`config.mk`:
```
export PLATFORM = sky130hd
export DESIGN_NAME = mem_port_arbiter
export DESIGN_NICKNAME = d
export VERILOG_FILES = /design/src/rtl/mem_port_arbiter.sv
export SDC_FILE = /design/constraint.sdc
export NUM_CORES = 1
export LEC_CHECK = 0
export BUFFER_PORTS_ARGS = -buffer_cell sky130_fd_sc_hd__buf_2
export CAP_MARGIN = 15
export CORE_AREA = 8 8 106 108
export CTS_BUF_LIST = sky130_fd_sc_hd__clkbuf_8
export CTS_CLUSTER_SIZE = 24
export DETAILED_ROUTE_END_ITERATION = 8
export DIE_AREA = 0 0 114 116
export SLEW_MARGIN = 10
export SYNTH_ARGS = -nofsm -noshare
export SYNTH_HDL_FRONTEND = slang
export SYNTH_SLANG_ARGS = --single-unit
export TNS_END_PERCENT = 30
```
`constraint.sdc`:
```
create_clock -name clk -period 2.5 [get_ports clk]
set_clock_uncertainty 0.15 [all_clocks]
set_input_delay 0.125 -clock clk [delete_from_list [all_inputs] [get_ports clk]]
set_output_delay 0.125 -clock clk [all_outputs]
set_load 0.01 [all_outputs]
```
`src/rtl/mem_port_arbiter.sv`:
```
// Arbitrates the single-port unified memory between instruction fetch and data access.
// Data wins ties until its streak limit is reached; responses return one cycle after grant.
module mem_port_arbiter #(
  parameter int ADDR_WIDTH   = 32,
  parameter int DATA_WIDTH   = 32,
  parameter int MAX_D_STREAK = 3
) (
  input  logic                  clk,
  input  logic                  reset,
  input  logic                  if_req,
  input  logic [ADDR_WIDTH-1:0] if_addr,
  output logic                  if_gnt,
  output logic                  if_stall,
  output logic                  if_valid,
  output logic [DATA_WIDTH-1:0] if_rdata,
  input  logic                  d_req,
  input  logic                  d_we,
  input  logic [ADDR_WIDTH-1:0] d_addr,
  input  logic [DATA_WIDTH-1:0] d_wdata,
  output logic                  d_gnt,
  output logic                  d_stall,
  output logic                  d_valid,
  output logic [DATA_WIDTH-1:0] d_rdata,
  output logic                  mem_en,
  output logic                  mem_we,
  output logic [ADDR_WIDTH-1:0] mem_addr,
  output logic [DATA_WIDTH-1:0] mem_wdata,
  input  logic [DATA_WIDTH-1:0] mem_rdata,
  output logic [15:0]           conflict_cnt
);

  // owner state | meaning
  // OWN_NONE    | no access issued last cycle, no response due
  // OWN_IF      | fetch issued last cycle, mem_rdata belongs to IF
  // OWN_D_RD    | load issued last cycle, mem_rdata belongs to data port
  // OWN_D_WR    | store issued last cycle, acknowledge data port
  typedef enum logic [1:0] {OWN_NONE, OWN_IF, OWN_D_RD, OWN_D_WR} owner_t;

  localparam logic [3:0] MAX_S = 4'(MAX_D_STREAK);

  owner_t      owner_q, owner_d;
  logic [3:0]  streak_q, streak_d;
  logic [15:0] conflict_q, conflict_d;
  logic        hold_q;
  logic        grant_en;
  logic        streak_full;
  logic        pick_if;
  logic        pick_d;

  // hold_q blocks grants for the first cycle after reset so that cycle stays quiet
  always_ff @(posedge clk) begin
    if (reset) begin
      owner_q    <= OWN_NONE;
      streak_q   <= 4'd0;
      conflict_q <= 16'd0;
      hold_q     <= 1'b1;
    end else begin
      owner_q    <= owner_d;
      streak_q   <= streak_d;
      conflict_q <= conflict_d;
      hold_q     <= 1'b0;
    end
  end

  always_comb begin
    grant_en    = !reset && !hold_q;
    streak_full = (streak_q == MAX_S);
    pick_if     = if_req && (!d_req || streak_full);
    pick_d      = d_req && !pick_if;
    if_gnt      = grant_en && pick_if;
    d_gnt       = grant_en && pick_d;
    if_stall    = if_req && !if_gnt;
    d_stall     = d_req && !d_gnt;
  end

  always_comb begin
    owner_d = OWN_NONE;
    if (if_gnt) begin
      owner_d = OWN_IF;
    end else if (d_gnt) begin
      owner_d = d_we ? OWN_D_WR : OWN_D_RD;
    end

    streak_d = streak_q;
    if (!if_req || if_gnt) begin
      streak_d = 4'd0;
    end else if (d_gnt && !streak_full) begin
      streak_d = streak_q + 4'd1;
    end

    conflict_d = conflict_q;
    if (if_req && d_req && (conflict_q != 16'hFFFF)) begin
      conflict_d = conflict_q + 16'd1;
    end
  end

  always_comb begin
    mem_en    = if_gnt || d_gnt;
    mem_we    = d_gnt && d_we;
    mem_addr  = '0;
    mem_wdata = '0;
    if (if_gnt) begin
      mem_addr = if_addr;
    end else if (d_gnt) begin
      mem_addr  = d_addr;
      mem_wdata = d_wdata;
    end

    if_valid = 1'b0;
    if_rdata = '0;
    d_valid  = 1'b0;
    d_rdata  = '0;
    if (!reset) begin
      case (owner_q)
        OWN_IF: begin
          if_valid = 1'b1;
          if_rdata = mem_rdata;
        end
        OWN_D_RD: begin
          d_valid = 1'b1;
          d_rdata = mem_rdata;
        end
        OWN_D_WR: d_valid = 1'b1;
        default: ;
      endcase
    end

    conflict_cnt = reset ? 16'd0 : conflict_q;
  end

endmodule

```
=== Word level (Yosys, flattened, before mapping) ===
Index checks and enable logic that the tools add are counted.

* Bits in registers: 23
* Word-level logic and storage cells: 55
* Output and inout bits: 152
* Bits of input ports: 133

* Add/subtract/negate cells: 2
* Bitwise gates (word level): 1
* Muxes and demuxes: 17
* Equal/unequal tests: 5
* Reductions and logical operators: 25

{| class="wikitable"
|+ Operators with widths
! kind !! count
|-
| 2-to-1 mux 32 bit || 8
|-
| adder 16 x 1 -> 16 bit (second input constant) || 1
|-
| 2-to-1 mux 16 bit || 1
|-
| != test 16 bit (second input constant) || 1
|-
| logical AND 1 bit || 11
|-
| logical NOT 1 bit || 8
|-
| 2-to-1 mux 1 bit || 8
|-
| adder 4 x 1 -> 4 bit (second input constant) || 1
|-
| == test 2 bit (second input constant) || 2
|-
| == test 4 x 2 -> 1 bit (second input constant) || 1
|-
| OR reduction 2 bit || 2
|-
| logical OR 1 bit || 3
|-
| OR reduction 3 bit || 1
|-
| == test 2 x 1 -> 1 bit (second input constant) || 1
|-
| inverter 1 bit || 1
|}

=== Logic depth before layout (Yosys ltp) ===
Gate-level depths: netlist of the first run.

* Depth after elaboration: 8
* Depth in mapped cells: 8
* Gate-level depth less buffers: 5

=== Worst setup path before layout of the first run ===
Ideal clock, no wire load.

* Path type: reg2out
* From: register streak_q[0]
* To: output mem_addr[10]
* Path slack: 0.606 ns
* Buffers on the path: 3
* Cell stages (with the launch flop): 9
* Required time: 2.225 ns
* Data arrival time: 1.619 ns
* Cell sequence: dfxtp_1 > ha_1 > nor3b_2 > o21ai_1 > and3_1 > buf_2 > buf_4 > buf_4 > a22o_1

* Longest elaborated chain between the ends: 8
* Elaborated cells between the ends (all ways): 9
* Classes of those cells: 1 x eq/ne; 2 x mux; 6 x reduce/logical

{| class="wikitable"
|+ RTL lines
! item !! RTL line !! text
|-
| from (decl) || 42 || <nowiki>logic [3:0] streak_q, streak_d;</nowiki>
|-
| from (signal assigned) || 59 || <nowiki>streak_q <= streak_d;</nowiki>
|-
| == test 4 x 2 -> 1 bit (*) || 67 || <nowiki>streak_full = (streak_q == MAX_S);</nowiki>
|-
| logical OR 1 bit (*) || 68 || <nowiki>pick_if = if_req && (!d_req || streak_full);</nowiki>
|-
| logical AND 1 bit (*) || 68 ||
|-
| logical NOT 1 bit || 69 || <nowiki>pick_d = d_req && !pick_if;</nowiki>
|-
| logical AND 1 bit || 69 ||
|-
| logical AND 1 bit || 71 || <nowiki>d_gnt = grant_en && pick_d;</nowiki>
|-
| 2-to-1 mux 32 bit || 104 || <nowiki>end else if (d_gnt) begin</nowiki>
|-
| 2-to-1 mux 32 bit (*) || 102 || <nowiki>if (if_gnt) begin</nowiki>
|-
| to (decl) || 26 || <nowiki>output logic [ADDR_WIDTH-1:0] mem_addr,</nowiki>
|}

Every way passes the cells marked *; elsewhere a longest branch is shown, timed or not.

=== Worst setup path in the final report of the first run ===
* From: register streak_q[0]
* To: output mem_addr[2]

Same word-level chain as after synthesis.

==> results of run 1 <==
==> power breakdown <==
group | switching (mW) | internal, mW
Sequential | 0.00394 | 0.370
Combinational | 0.145 | 0.152
Clock | 0.125 | 0.110
Total | 0.274 | 0.632
==> through the flow <==
stage | cell area, um^2 | utilization [%] | power (mW)
3_5_place_dp | 3830 | 40.1 | 0.676
5_1_grt | 3900 | 40.8 | 0.958
4_1_cts | 3890 | 40.8 | 0.914
2_1_floorplan | 2260 | - | 0.494
6_report | 3900 | 40.8 | 0.906
3_3_place_gp | 3830 | 40.1 | 0.673
==> worst reg2reg max path, delay by kind of cell (launching register included) <==
family | cells | cell delay (ps)
simple gates | 3 | 560
flops | 1 | 360
buf+inv | 1 | 170
mux | 1 | 370
fa+ha+maj | 1 | 270
==> area by class of cell <==
type	instances	area, um^2	share of cell area (%)
clock inverter	1	3.75	0.0962
antenna	1	2.50	0.0642
timing repair buffer	294	1510	38.8
inverter	3	11.3	0.289
sequential	23	460	11.8
tap	133	166	4.27
clock buffer	3	41.3	1.06
multi-input combinational	247	1700	43.6
==> flip-flops by register name, summed over array words and instances, names as in the netlist <==
signal / flops
owner_q: 2
streak_q: 4
hold_q: 1
conflict_q: 16
==> cell usage after synthesis (4+ instances only) <==
cell / instances / share of area [%]
clkbuf_1: 12 / 2.0
nor4_1: 4 / 1.1
or4_1: 6 / 2.0
nor2_1: 14 / 2.3
nand2_1: 11 / 1.8
a22o_1: 32 / 12
a21oi_1: 9 / 2.0
o31ai_1: 5 / 1.7
nor2b_1: 18 / 5.0
dfxtp_1: 23 / 20
nand4_1: 5 / 1.4
buf_2: 5 / 1.1
and2_1: 99 / 27
o21ai_0: 6 / 1.3
==> worst max path at each step <==
stage	endpoint	slack (ps)	cells after the start
floorplan	mem_addr[10]	610	8
global placement	mem_addr[2]	400	7
detailed placement	mem_addr[31]	380	7
CTS	mem_addr[31]	70	7
global route	mem_addr[2]	-10	7
finish	mem_addr[2]	150	7
==> routing by layer <==
metal  GRT usage [%]  vias to the layer above  part of all wire, %
li1                -                     1583                    -
met1            21.3                     1438                   38
met2            29.4                      200                   44
met3            12.0                       33                   16
met4            3.90                       20                  1.3
met5               0                        -                 0.93
==> kinds of logic (layout without fill, tap and decap cells) <==
group | after synthesis | count (layout) | synth area share [%]
multiplexers | 5 | 5 | 2.76
buffers and inverters | 25 | 301 | 5.25
AND/OR/NAND/NOR | 178 | 178 | 49.7
flip-flops | 23 | 23 | 20.3
other | 0 | 1 | 0
AO/OA/AOI/OAI | 58 | 58 | 19.3
XOR/XNOR | 4 | 4 | 1.55
adder cells (fa/ha/maj) | 2 | 2 | 1.11
==> what timing repair did <==
item / 4_1_cts / 5_1_grt
hold endpoints to repair: 2 / 0
hold buffers: 2 / 0
setup endpoints to repair: 0 / 49
resized for setup: 0 / 1
==> impl_metrics.ini, run 1 <==
[yosys]
yosysSeqAreaShare_pct = 20.3
async_reset_ff_share_pct = 0
yosys_warnings = 0
synthFlopType = dfxtp_1
synth_area_per_cell_um2 = 7.67
synthesis.area_um2 = 2260
synth_edf_count = 0
synth_cells = 295
syn-num-nets = 430
synth.distinct_cells = 42
synth-seq-cells = 23

[clock_tree]
cts_root_buf = clkbuf_8
cts.sinks = 23
cts_tree = done
path_clk_slew_ps = 80
cts_made_buffers = 3
htree_levels = 1
clockBufferDepth = 2
clk_latency_ps = 270
postCtsSetupBuffers = 0

[worst_setup_path]
critPathCaptureType = output pin
worst_r2r_startpoint = conflict_q[0]$_SDFFE_PP0P_
slowest_stage = dfxtp_1
r2r-end = conflict_q[15]$_SDFFE_PP0P_
path_buf_inv = 2
start_kind = flop
cp_cell_sequence = ha_1 -> nor3b_2 -> o21ai_2 -> and3_2 -> buf_12 -> a22o_1 -> buf_2
reg2reg_depth = 6
worstSetupPathType = flop to output pin
required_ps = 2230
crit_arrival_ps = 2070
reg2reg_slack_ps = 520
path_max_fanout = 49
crit_start = streak_q[0]$_SDFFE_PP0P_
cp_top_family = simple AND/OR/NAND/NOR gates
cp_slowest_stage_delay_ps = 340

[outcome]
status = completed

[cells_and_area]
final_common_cell = buf_2
drive_above_1_share_pct = 54.5
nets = 707
synthToLayoutAreaGrowth_pct = 72.3
nFillCells = 1057
most-common-layout-cells = buf_2, and2_1, a22o_1
stdcell_count = 705

[routing]
wirelength_um = 13900
detail-route-antenna-nets = 0
route.vias.total = 3274
dr.pass1.iters = 4
avgRoutedWirePerCell_um = 19.7
drt_iter0_markers = 288
vias_per_cell = 4.64
remaining_drc_errors = 0

[timing]
drv_slew = 0
worst_slack_ps = 154
hold_viol_final = 0
slew_headroom_pct = 66.1
worst_pin_slew_ps = 503
min_period_over_period_pct = 93.9
tns_ps = 0
fin_crit_ps = 2350
fmax_ghz = 0.426
setup_viol = 0
hold_slack_ps = 44.6

[grt]
antenna_found_initial = 13
grt-ovfl-total = 0
grt_pass1_vias = 3139
grt_pass1_wl_um = 19100
grt_usage_pct = 18.9
grt_max_degree = 50

[die]
io_pins = 285
start_util_pct = 23.7
die_x_um = 114
rows = 36
chipHeight_um = 116
core_area_um2 = 9550
die-area_um2 = 13200

[hold_path]
min-delay-path-class = input port to flop
hp-start = d_req
hold_depth = 2
min_to = owner_q[1]$_SDFF_PP0_

[placed_design]
place_ws_ps = 383
gp_congestion = 0.930
numPortBuffers = 284
place_hpwl_um = 12200
dpl.cell_count = 698

[flow_run]
maxCapViolCount = 0

[pwr]
cellLeakagePower_nw = 2.29
p_per_area_nw_per_um2 = 232
irDropWorstVdd_mv = 0.177
Power figures use the tool's default switching activity.
==> inputs of run 2 (changes only) <==
--- a/config.mk
+++ b/config.mk
@@ -7,11 +7,14 @@
 export LEC_CHECK = 0
 export BUFFER_PORTS_ARGS = -buffer_cell sky130_fd_sc_hd__buf_2
 export CAP_MARGIN = 15
-export CORE_AREA = 8 8 106 108
+export CELL_PAD_IN_SITES_DETAIL_PLACEMENT = 0
+export CELL_PAD_IN_SITES_GLOBAL_PLACEMENT = 1
+export CORE_MARGIN = 8
+export CORE_UTILIZATION = 20
 export CTS_BUF_LIST = sky130_fd_sc_hd__clkbuf_8
 export CTS_CLUSTER_SIZE = 24
 export DETAILED_ROUTE_END_ITERATION = 8
-export DIE_AREA = 0 0 114 116
+export PLACE_DENSITY_LB_ADDON = 0.1
 export SLEW_MARGIN = 10
 export SYNTH_ARGS = -nofsm -noshare
 export SYNTH_HDL_FRONTEND = slang
==> run 2 against run 1 <==
Net effect: sequential power about the same; combinational power down 2%; clock power down 2%; register-to-register slack better by 20 ps; largest cell class unchanged; routed wire length down 8.5%; final cell count up 1.3%.
==> impl_metrics.ini, run 2 (same netlist as run 1, synthesis figures left out) <==
[cells_and_area]
fin_area_um2 = 3910
most-common-layout-cells = buf_2, and2_1, a22o_1
nets = 707
final_common_cell = buf_2
seq_area_um2 = 460
drive_above_1_share_pct = 54.5
multiInputGateArea_um2 = 1700
insertedDiodeCount = 0
reg_top3 = conflict_q (16), streak_q (4), owner_q (2)
largest-register = conflict_q
synthToLayoutAreaGrowth_pct = 72.7
largest_reg_flops = 16
nFillCells = 1236

[grt]
grt_usage_pct = 15.0
grt-ovfl-total = 0
grt_pass1_vias = 2950
antenna_found_initial = 0
grt_max_degree = 37
grt_pass1_wl_um = 17600

[hold_path]
min-delay-path-class = input port to flop

[routing]
avgRoutedWirePerCell_um = 17.8
dr.pass1.iters = 4
drt_iter0_markers = 116
route.vias.total = 3105
detail-route-antenna-nets = 0
remaining_drc_errors = 0
vias_per_cell = 4.35
wirelength_um = 12700

[worst_setup_path]
critPathCaptureType = output pin
path_max_fanout = 36
cp_cell_sequence = ha_1 -> nor3b_2 -> o21ai_2 -> and3_2 -> buf_4 -> and2_1 -> buf_2
required_ps = 2230
cp_slowest_stage_delay_ps = 340
crit_arrival_ps = 2080
start_kind = flop
slowest_stage = dfxtp_1
worstSetupPathType = flop to output pin

[timing]
fmax_ghz = 0.425
slew_headroom_pct = 65.5
worst_pin_slew_ps = 512
tns_ps = 0
min_period_over_period_pct = 94.0
setup_viol = 0
worst_slack_ps = 150
rsz0062_at_grt = false
drv_slew = 0
hold_viol_final = 0
fin_crit_ps = 2350

[flow_run]
maxCapViolCount = 0

[pwr]
cellLeakagePower_nw = 2.29
finalPower_uw = 897
irDropWorstVdd_mv = 0.153
p_per_area_nw_per_um2 = 229

[placed_design]
place_hpwl_um = 10800
place_ws_ps = 313
gp_congestion = 0.807
numPortBuffers = 284
placed_area_um2 = 3840

[die]
io_pins = 285
die-area_um2 = 15000
die_x_um = 122
rows = 39
start_util_pct = 20.2
chipHeight_um = 122
core_area_um2 = 11200

[clock_tree]
cts.sinks = 23
htree_levels = 1
cts_tree = done
cts_made_buffers = 3
path_clk_slew_ps = 80
cts_root_buf = clkbuf_8
clockBufferDepth = 2
clk_latency_ps = 260

[outcome]
status = completed
[run 2: changes by cell type in the layout (fill, tap and decap cells not counted)]
cell,change
diode_2,-1
[run 2: stage by stage]
stage          utilization [%]  instances  hold slack (ps)
3_5_place_dp              34.2        708              231
3_3_place_gp              34.2        708              231
6_report                  34.8        714             68.0
2_1_floorplan                -        295             2.72
4_1_cts                   34.8        714             60.7
5_1_grt                   34.8        714             52.2
[run 2: worst max-delay path: cells and delay by family, from the launching register on]
kind            cells  cell delay [ps]
fa+ha+maj           1              210
flops               1              340
buf+inv             2              420
simple gates        3              620
compound gates      1              210
[run 2: routing by layer]
| metal | vias to the layer above | track usage [%] | routed length, um |
|---|---|---|---|
| met4 | 0 | 2.28 | 62 |
| met2 | 118 | 27.9 | 6780 |
| li1 | 1588 | - | - |
| met3 | 4 | 3.45 | 1110 |
| met5 | - | 0 | 0 |
| met1 | 1395 | 17.5 | 4750 |
[run 2: area by class of cell]
class / instances / area share [%]
Multi-Input combinational cell: 247 / 43.5
Inverter: 3 / 0.288
Sequential cell: 23 / 11.8
Timing Repair Buffer: 294 / 38.7
Clock inverter: 1 / 0.0960
Clock buffer: 3 / 1.06
Tap cell: 143 / 4.58
[run 2: timing repair]
item                                    4_1_cts  5_1_grt
endpoints found under the hold margin         2        0
hold buffers                                  2        0
resized for setup                             0        1
endpoints found under the setup margin        0       36
setup buffers                                 0        0
[run 2: path summary, 6_finish.rpt]
| path | startpoint | end | slack [ps] | cells past startpoint |
|---|---|---|---|---|
| max | streak_q[0]$_SDFFE_PP0P_ | mem_wdata[25] | 150 | 7 |
| max reg2reg | conflict_q[0]$_SDFFE_PP0P_ | conflict_q[15]$_SDFFE_PP0P_ | 540 | 6 |
| min reg2reg | conflict_q[1]$_SDFFE_PP0P_ | conflict_q[1]$_SDFFE_PP0P_ | 360 | 2 |
| min | d_req | owner_q[1]$_SDFF_PP0_ | 70 | 2 |
[run 2: power breakdown]
part           internal [mW]  switching [mW]  leakage, nW
clock network          0.110           0.122       0.0269
registers              0.370         0.00381        0.186
logic                  0.152           0.140         2.08
total                  0.631           0.266         2.29
==> inputs of run 3 (changes only) <==
--- a/config.mk
+++ b/config.mk
@@ -10,7 +10,7 @@
 export CELL_PAD_IN_SITES_DETAIL_PLACEMENT = 0
 export CELL_PAD_IN_SITES_GLOBAL_PLACEMENT = 1
 export CORE_MARGIN = 8
-export CORE_UTILIZATION = 20
+export CORE_UTILIZATION = 18
 export CTS_BUF_LIST = sky130_fd_sc_hd__clkbuf_8
 export CTS_CLUSTER_SIZE = 24
 export DETAILED_ROUTE_END_ITERATION = 8
==> constraint.sdc (replaced) <==
create_clock -name clk -period 1.95 [get_ports clk]
set_clock_uncertainty 0.15 [all_clocks]
set_input_delay 0.0975 -clock clk [delete_from_list [all_inputs] [get_ports clk]]
set_output_delay 0.0975 -clock clk [all_outputs]
set_load 0.01 [all_outputs]
==> run 3 against run 2 <==
Net effect: the flow now finishes with violations (negative setup slack); worst hold slack lost 43 ps; critical endpoint is now mem_we; combinational power grew 47%; clock-buffer cell count is the same; first-iteration DRC count is the same; power grew 35%; critical path type unchanged; sequential cell count is the same; die area grew 9.6%.
==> impl_metrics.ini, run 3 (same netlist as run 1, synthesis figures left out) <==
[timing]
drv_slew = 0
rsz0062_at_grt = true
min_period_over_period_pct = 109
worst_slack_ps = -178
setup_viol = 69
worst_pin_slew_ps = 500
slew_headroom_pct = 66.6
fmax_ghz = 0.470
fin_crit_ps = 2130
tns_ps = -8860
hold_viol_final = 0

[worst_setup_path]
start_kind = flop
path_buf_inv = 3
worstSetupPathType = flop to output pin
critPathCaptureType = output pin
path_max_fanout = 8
crit_arrival_ps = 1880
slowest_stage = dfxtp_4
cp_cell_sequence = ha_4 -> nor3b_4 -> o21ai_2 -> and3_4 -> buf_4 -> buf_12 -> and2_4 -> buf_6
required_ps = 1700
cp_top_family = simple AND/OR/NAND/NOR gates
cp_slowest_stage_delay_ps = 360

[die]
die_x_um = 128
io_pins = 285
core_area_um2 = 12500
die-area_um2 = 16400
start_util_pct = 18.2
rows = 41
chipHeight_um = 128

[grt]
grt_pass1_wl_um = 18700
grt-ovfl-total = 0
grt_usage_pct = 14.6
grt_pass1_vias = 3126
grt_max_degree = 53
antenna_found_initial = 4

[pwr]
irDropWorstVdd_mv = 0.191
cellLeakagePower_nw = 2.45
p_per_area_nw_per_um2 = 276

[routing]
drt_iter0_markers = 116
route.vias.total = 3282
detail-route-antenna-nets = 0
avgRoutedWirePerCell_um = 17.5
routed.top_layer = met5
vias_per_cell = 4.27
remaining_drc_errors = 0
wl_met2_um = 6990
wl_met1_um = 5080
wl_met3_um = 1150
dr.pass1.iters = 5
wirelength_um = 13500

[cells_and_area]
reg_top3 = conflict_q (16), streak_q (4), owner_q (2)
final_common_cell = buf_2
nets = 729
fin_area_um2 = 4400
largest-register = conflict_q
most-common-layout-cells = buf_2, and2_1, a22o_1
drive_above_1_share_pct = 58.7
stdcell_count = 769
largest_reg_flops = 16
synthToLayoutAreaGrowth_pct = 94.2

[flow_run]
maxCapViolCount = 0

[clock_tree]
clockBufferDepth = 2
path_clk_slew_ps = 80
cts_made_buffers = 3
htree_levels = 1
cts_tree = done
cts_root_buf = clkbuf_8
cts.sinks = 23
clk_latency_ps = 270

[placed_design]
dpl.cell_count = 748
gp_congestion = 0.857
placed_area_um2 = 3970
place_hpwl_um = 11100
numPortBuffers = 284

[outcome]
violations = negative setup slack
status = complete, but fails checks

[hold_path]
min-delay-path-class = input port to flop
[run 3: cell types whose count changed in the layout (fill, tap and decap cells not counted), sizes merged]
cell    delta
diode      +4
clkbuf     +1
buf       +21
[run 3: cell type report]
type                       instances  area [um^2]
timing repair buffer             316         1890
tap                              172          215
clock buffer                       3         41.3
inverter                           3         11.3
multi-input combinational        247         1750
fill                            1393         8070
clock inverter                     1         3.75
sequential                        23          467
antenna                            4         10.0
[run 3: where the power goes]
part | leakage [nW] | internal, mW | switching (mW) | total [mW]
Sequential | 0.188 | 0.473 | 0.00516 | 0.479
Clock | 0.0269 | 0.141 | 0.164 | 0.305
Combinational | 2.23 | 0.237 | 0.192 | 0.429
Total | 2.45 | 0.851 | 0.361 | 1.21
[run 3: worst paths after layout]
| path | depth (start not counted) | to | start | slack [ps] |
|---|---|---|---|---|
| worst max register to register | 6 | conflict_q[13]$_SDFFE_PP0P_ | conflict_q[0]$_SDFFE_PP0P_ | 110 |
| worst min-delay path | 2 | owner_q[1]$_SDFF_PP0_ | d_req | 30 |
| worst max-delay path | 8 | mem_we | streak_q[1]$_SDFFE_PP0P_ | -180 |
| worst min register to register | 2 | conflict_q[5]$_SDFFE_PP0P_ | conflict_q[5]$_SDFFE_PP0P_ | 370 |
[run 3: metal layers]
metal | up-vias | GRT usage [%]
met5 | - | 0
met4 | 2 | 4.69
met3 | 16 | 4.20
met2 | 150 | 26.3
met1 | 1481 | 16.2
li1 | 1633 | -
[run 3: worst register-to-register path, cell delays in order (launching register included)]
cell and delay [ps]:
dfxtp_1 340, ha_1 220, nand3_1 140, nor4_4 50, buf_4 150, nor4_1 310
mux2_2 370
[run 3: through the flow]
step | hold WS [ps] | util, % | power, mW | worst slack (ps)
after floorplan | -24.8 | - | 0.633 | 83.2
final | 25.4 | 35.3 | 1.21 | -178
after CTS | -42.2 | 33.9 | 1.22 | -186
after detailed placement | 160 | 31.9 | 0.873 | 24.8
after global placement | 174 | 31.9 | 0.872 | 42.7
after global routing | 42.5 | 35.2 | 1.29 | -251
[run 3: what timing repair did]
item                                   CTS  global route
resized for setup                       25            31
endpoints found under the hold margin    2             1
hold buffers                             1             1
setup endpoints to repair               69            71
setup buffers                            5             5
cloned                                   2             1
pin swaps                                5            21
